$ cat src/rtl/mem_ctrl_pkg.sv
// -----------------------------------------------------------------------------
// mem_ctrl_pkg
//   Shared types and constants for the data-memory access controller.
//   - state_e           : controller state encoding
//   - OP_LOAD/OP_STORE  : values of the op_load request bit
//   - DEFAULT_MEM_BYTES : default data-memory size in bytes
// -----------------------------------------------------------------------------
package mem_ctrl_pkg;

    typedef enum logic [2:0] {
        IDLE,
        RD,
        RD_CAP,
        WR,
        DONE,
        FAULT
    } state_e;

    localparam logic OP_LOAD  = 1'b1;
    localparam logic OP_STORE = 1'b0;

    localparam int unsigned DEFAULT_MEM_BYTES = 256;

endpackage

$ cat src/rtl/mem_ea_check.sv
// -----------------------------------------------------------------------------
// mem_ea_check
//   Range and alignment check for a 16-bit word access at effective address ea.
//   A word occupies ea and ea+1, so the last legal address is MEM_BYTES-2.
//   Ports:
//     ea      in  16  effective byte address
//     illegal out  1  1 = access must be rejected
// -----------------------------------------------------------------------------
module mem_ea_check
    import mem_ctrl_pkg::*;
#(
    parameter int unsigned MEM_BYTES   = DEFAULT_MEM_BYTES,
    parameter bit          ALIGN_CHECK = 1'b1
) (
    input  logic [15:0] ea,
    output logic        illegal
);

    localparam logic [31:0] LAST_LEGAL = 32'(MEM_BYTES - 2);

    logic out_of_range;
    logic misaligned;

    always_comb begin
        out_of_range = ({16'h0000, ea} > LAST_LEGAL);
        misaligned   = ALIGN_CHECK && ea[0];
        illegal      = out_of_range || misaligned;
    end

endmodule

$ cat src/rtl/mem_access_ctrl.sv
// -----------------------------------------------------------------------------
// mem_access_ctrl
//   Initiator side of the data-memory port. Accepts a load/store request,
//   forms ea = base + offset (mod 2^16), rejects out-of-range or misaligned
//   accesses, drives one memory cycle and captures the 16-bit read word.
//   Ports:
//     clk, reset            clock, synchronous active-high reset
//     start, op_load        request strobe (sampled in IDLE), 1 = load
//     base, offset, wdata   address operands and store data
//     busy                  high whenever not IDLE
//     done, fault           one-cycle completion pulse, fault = rejected
//     rdata                 last successfully loaded word
//     mem_addr, mem_wdata   memory address / write data (held between ops)
//     MemRd, MemWr          memory read / write enables (one cycle each)
//     mem_rdata             memory read data, valid the cycle after MemRd
// -----------------------------------------------------------------------------
module mem_access_ctrl
    import mem_ctrl_pkg::*;
#(
    parameter int unsigned MEM_BYTES   = DEFAULT_MEM_BYTES,
    parameter bit          ALIGN_CHECK = 1'b1
) (
    input  logic        clk,
    input  logic        reset,
    input  logic        start,
    input  logic        op_load,
    input  logic [15:0] base,
    input  logic [15:0] offset,
    input  logic [15:0] wdata,
    output logic        busy,
    output logic        done,
    output logic        fault,
    output logic [15:0] rdata,
    output logic [15:0] mem_addr,
    output logic [15:0] mem_wdata,
    output logic        MemRd,
    output logic        MemWr,
    input  logic [15:0] mem_rdata
);

    state_e      state_q,     state_d;
    logic [15:0] mem_addr_q,  mem_addr_d;
    logic [15:0] mem_wdata_q, mem_wdata_d;
    logic [15:0] rdata_q,     rdata_d;

    logic [15:0] ea;
    logic        illegal;

    // Carry out of the add is dropped on purpose: address wrap-around is legal.
    assign ea = base + offset;

    mem_ea_check #(
        .MEM_BYTES  (MEM_BYTES),
        .ALIGN_CHECK(ALIGN_CHECK)
    ) u_ea_check (
        .ea     (ea),
        .illegal(illegal)
    );

    // NOTE: state and datapath registers use non-blocking assignments so every
    // flop samples the values from before the edge, independent of block order.
    // NOTE: the datapath registers are reset too, so mem_addr/mem_wdata/rdata
    // read back as zero after reset rather than as stale values.
    always_ff @(posedge clk) begin
        if (reset) begin
            state_q     <= IDLE;
            mem_addr_q  <= 16'h0000;
            mem_wdata_q <= 16'h0000;
            rdata_q     <= 16'h0000;
        end else begin
            state_q     <= state_d;
            mem_addr_q  <= mem_addr_d;
            mem_wdata_q <= mem_wdata_d;
            rdata_q     <= rdata_d;
        end
    end

    // NOTE: every signal gets a default first, so no path leaves one unassigned
    // and no latch is inferred.
    always_comb begin
        state_d     = state_q;
        mem_addr_d  = mem_addr_q;
        mem_wdata_d = mem_wdata_q;
        rdata_d     = rdata_q;

        unique case (state_q)
            IDLE: begin
                if (start) begin
                    // Address/data are latched even for a rejected access.
                    mem_addr_d  = ea;
                    mem_wdata_d = wdata;
                    if (illegal)                 state_d = FAULT;
                    else if (op_load == OP_LOAD) state_d = RD;
                    else                         state_d = WR;
                end
            end
            RD:     state_d = RD_CAP;
            RD_CAP: begin
                // Memory output is registered: the word is valid one cycle
                // after MemRd, so it is captured at the end of RD_CAP.
                rdata_d = mem_rdata;
                state_d = DONE;
            end
            WR:     state_d = DONE;
            DONE:   state_d = IDLE;
            FAULT:  state_d = IDLE;
            default: state_d = IDLE;
        endcase
    end

    // Moore outputs: decoded only from the registered state.
    always_comb begin
        busy  = (state_q != IDLE);
        done  = (state_q == DONE) || (state_q == FAULT);
        fault = (state_q == FAULT);
        MemRd = (state_q == RD);
        MemWr = (state_q == WR);
    end

    assign rdata     = rdata_q;
    assign mem_addr  = mem_addr_q;
    assign mem_wdata = mem_wdata_q;

endmodule

$ cat config.mk
export PLATFORM = sky130hd
export DESIGN_NAME = mem_access_ctrl
export DESIGN_NICKNAME = d
export VERILOG_FILES = /design/src/rtl/mem_ctrl_pkg.sv /design/src/rtl/mem_ea_check.sv /design/src/rtl/mem_access_ctrl.sv
export SDC_FILE = /design/constraint.sdc
export NUM_CORES = 1
export LEC_CHECK = 0
export ABC_AREA = 1
export CORE_ASPECT_RATIO = 0.75
export CORE_MARGIN = 4
export CORE_UTILIZATION = 43
export CTS_CLUSTER_DIAMETER = 120
export CTS_CLUSTER_SIZE = 14
export DETAILED_ROUTE_END_ITERATION = 8
export GPL_TIMING_DRIVEN = 1
export PLACE_DENSITY_LB_ADDON = 0.2
export SETUP_SLACK_MARGIN = 0.4
export SLEW_MARGIN = 20
export SYNTH_ARGS = -nofsm -noshare
export SYNTH_HDL_FRONTEND = slang
export SYNTH_SLANG_ARGS = --single-unit
$ cat constraint.sdc
create_clock -name clk -period 2.4 [get_ports clk]
set_input_delay 0.36 -clock clk [delete_from_list [all_inputs] [get_ports clk]]
set_output_delay 0.36 -clock clk [all_outputs]
set_load 0.005 [all_outputs]
==> run metrics <==
Clk pwr share 27.6%; die height 78.4 µm; max-slew violations 0; hold buffers post-CTS 0; P_sw 754 µW; layout cells sized above 1 14.5%; Final ANT Viol Nets 0; Seq/Total Area, Yosys 35.9%; CTS root buf clkbuf_8; Initial Util 44.8%; count leader, synth nand2_1; Non-Filler Instances 633; status finished, final reports clean; H-tree depth 2; Hold Vio Cnt, Final 0; max incr delay on CP 410 ps; CP Cell Sequence clkdlybuf4s50_1, ha_1, nand2_1, inv_1, nand2_1, nand2_1, a21oi_2, nand3_1, nand2_2, nand2_2, nor2_4, nand3_2, a21oi_2; EDFF count, synth 0; Fmax achieved 513 MHz; total global-route track usage 20.0%; Final setup viols 0; Seq pwr share 38.2%; WP depth 13; GR Overflow Total 0; Sink Count 51; Core Region 6350 µm²; Total Neg Setup Slack 0 ps; family with the most delay on the worst path simple AND/OR/NAND/NOR gates; CP endpoint state_q[1]$_SDFFE_PP0P_; I/O Buffers 120; Avg Synthesized Cell Area 6.75 µm²; kind of critical path in -> reg; post-layout util 72.4%; Yosys warning total 0; Synth area leaders dfxtp_1 36%, nand2_1 12%, inv_1 9.1%; Min Hold Slack 452 ps; CTS max path bufs 2; P_int 1.82 mW; CTS tree done; first-pass GRT wire length 12.9 mm; final worst path period need 1950 ps; Rows 25; period utilization 81.2%; Cell variety after synth 29; reg2reg path depth 8; Worst VDD drop 0.390 mV; RSZ-0062 raised after global routing true; initial antenna violation count 0; Comb power frac 34.2%; Cells after DPL 617; I/O pins 121; number of global-route vias before repair 2,783; Avg Vias per Cell 4.74; largest net degree at the start of global routing 33; WL per Instance 13.1 µm; Reg-to-Reg Start state_q[1]$_SDFFE_PP0P_; maximum fanout along the worst path 4; Synth Register Bits 51; reg2reg setup slack 950 ps; switching portion of total power 29.3%; Top FF cell, synth dfxtp_1; CP Data Required Time 2630 ps; DRC Markers 0; Synth top area share 35.9%; Initial DRT Pass Iterations 4; Leak 2.13 nW; Gate Count Post-Synth 421; worst skew pair latency 310 ps; pwr/cell area 561 nW/µm²; slowest CP cell clkdlybuf4s50_1; reg2reg end mem_addr[0]$_SDFFE_PP0P_; DP Area 4160 µm²; routed wire length 8.32 mm; cell taking the most area after synthesis dfxtp_1; Worst Setup End Kind register; CTS Buf Count 5; Max-Cap Viols 0; worst hold path type reg -> reg; vias 3,003; Startpoint Class primary input; antenna diode count 0; area added between synthesis and finish 61.7%; mapped cell area 2840 µm²; fin area 4600 µm²; Fin Clk Skew 14.6 ps; CP arrival 2180 ps; nets@finish 635; asr flop ratio synth 0%; worst path buffer plus inverter count 2; Worst Setup SP offset[14]; Die X 102 µm; RePlAce Congestion 0.828; Worst-path clk slew 100 ps; syn_nets 505; 1st-iter DRT viols 150; top cells by count, synth 89 x nand2_1, 69 x inv_1, 51 x dfxtp_1, 51 x nor2_1, 40 x o21ai_0; die area 7990 µm²; Tightest Pin Transition 613 ps; Worst slew margin 59.1%; post-DP HPWL 6.25 mm; Critical Path Most Common Cell nand2_1
per-layer routing:
metal | GRT usage (%) | wire (µm)
met5 | 0 | 0
met4 | 4.06 | 99
met3 | 6.48 | 707
met2 | 31.5 | 3750
met1 | 26.9 | 3760
how the worst min path moves through the flow:
stage	to	cells past startpoint	slack [ps]	start
after floorplan	state_q[0]$_SDFFE_PP0P_	1	430	reset
after global placement	rdata[12]$_SDFFE_PP0P_	2	430	rdata[12]$_SDFFE_PP0P_
after detailed placement	rdata[1]$_SDFFE_PP0P_	2	440	rdata[1]$_SDFFE_PP0P_
after CTS	rdata[1]$_SDFFE_PP0P_	2	450	rdata[1]$_SDFFE_PP0P_
after global routing	rdata[6]$_SDFFE_PP0P_	2	470	rdata[6]$_SDFFE_PP0P_
final	rdata[8]$_SDFFE_PP0P_	2	450	rdata[8]$_SDFFE_PP0P_
kinds of logic after synthesis:
kind of cell | Yosys count | synth area share (%)
xor gates and xnor gates | 7 | 2.16
adders and majority gates | 16 | 7.31
AOI/OAI and AO/OA | 80 | 14.9
buffers and inverters | 85 | 11.4
and+or+nand+nor | 182 | 28.3
DFF | 51 | 35.9
cell type report:
type                       count  area, µm²
multi-input combinational    285       1700
clock buffer                   5       68.8
clock inverter                 3       67.6
sequential                    51       1020
timing repair buffer         137       1370
inverter                      71        267
fill                         518       1750
tap                           81        101
registers in the layout (all words and copies together), names as in the netlist:
| signal | flops |
|---|---|
| rdata | 16 |
| mem_wdata | 16 |
| state_q | 3 |
| mem_addr | 16 |
worst min-delay path: stages (launching register included):
cell     delay (ps)
dfxtp_1         320
inv_1            50
a21oi_1          50
power by group through the flow:
| stage | logic, mW | clock network (mW) | registers (mW) |
|---|---|---|---|
| 4_1_cts | 0.817 | 0.720 | 0.985 |
| 3_3_place_gp | 0.791 | 0 | 0.999 |
| 2_1_floorplan | 0.390 | 0 | 1.01 |
| 5_1_grt | 0.978 | 0.757 | 0.999 |
| 3_5_place_dp | 0.803 | 0 | 1.00 |
| 6_report | 0.882 | 0.712 | 0.984 |
per-stage QoR:
step,total power [mW],setup slack (ps)
2_1_floorplan,1.40,467
3_3_place_gp,1.79,8.06
3_5_place_dp,1.81,-63.9
4_1_cts,2.52,401
5_1_grt,2.73,369
6_report,2.58,452
timing repair:
action,in CTS,in global routing
setup endpoints to repair,2,5
gates resized for setup,6,46
setup buffers,0,8
pin swaps,0,16
cell usage in the layout, fill, tap and decap left out, types with 7 or more instances in the layout:
cell,Yosys,routed
nor2_1,51,48
inv_1,69,69
nand2_1,89,79
buf_4,0,16
o211ai_1,7,7
a21oi_1,30,28
ha_4,0,12
dlymetal6s2s_1,0,14
o21ai_0,40,40
clkdlybuf4s50_1,0,106
dfxtp_1,51,50
nand3_1,12,10
nand2_2,11,21
Note: power is estimated with default switching activity, not from simulation.
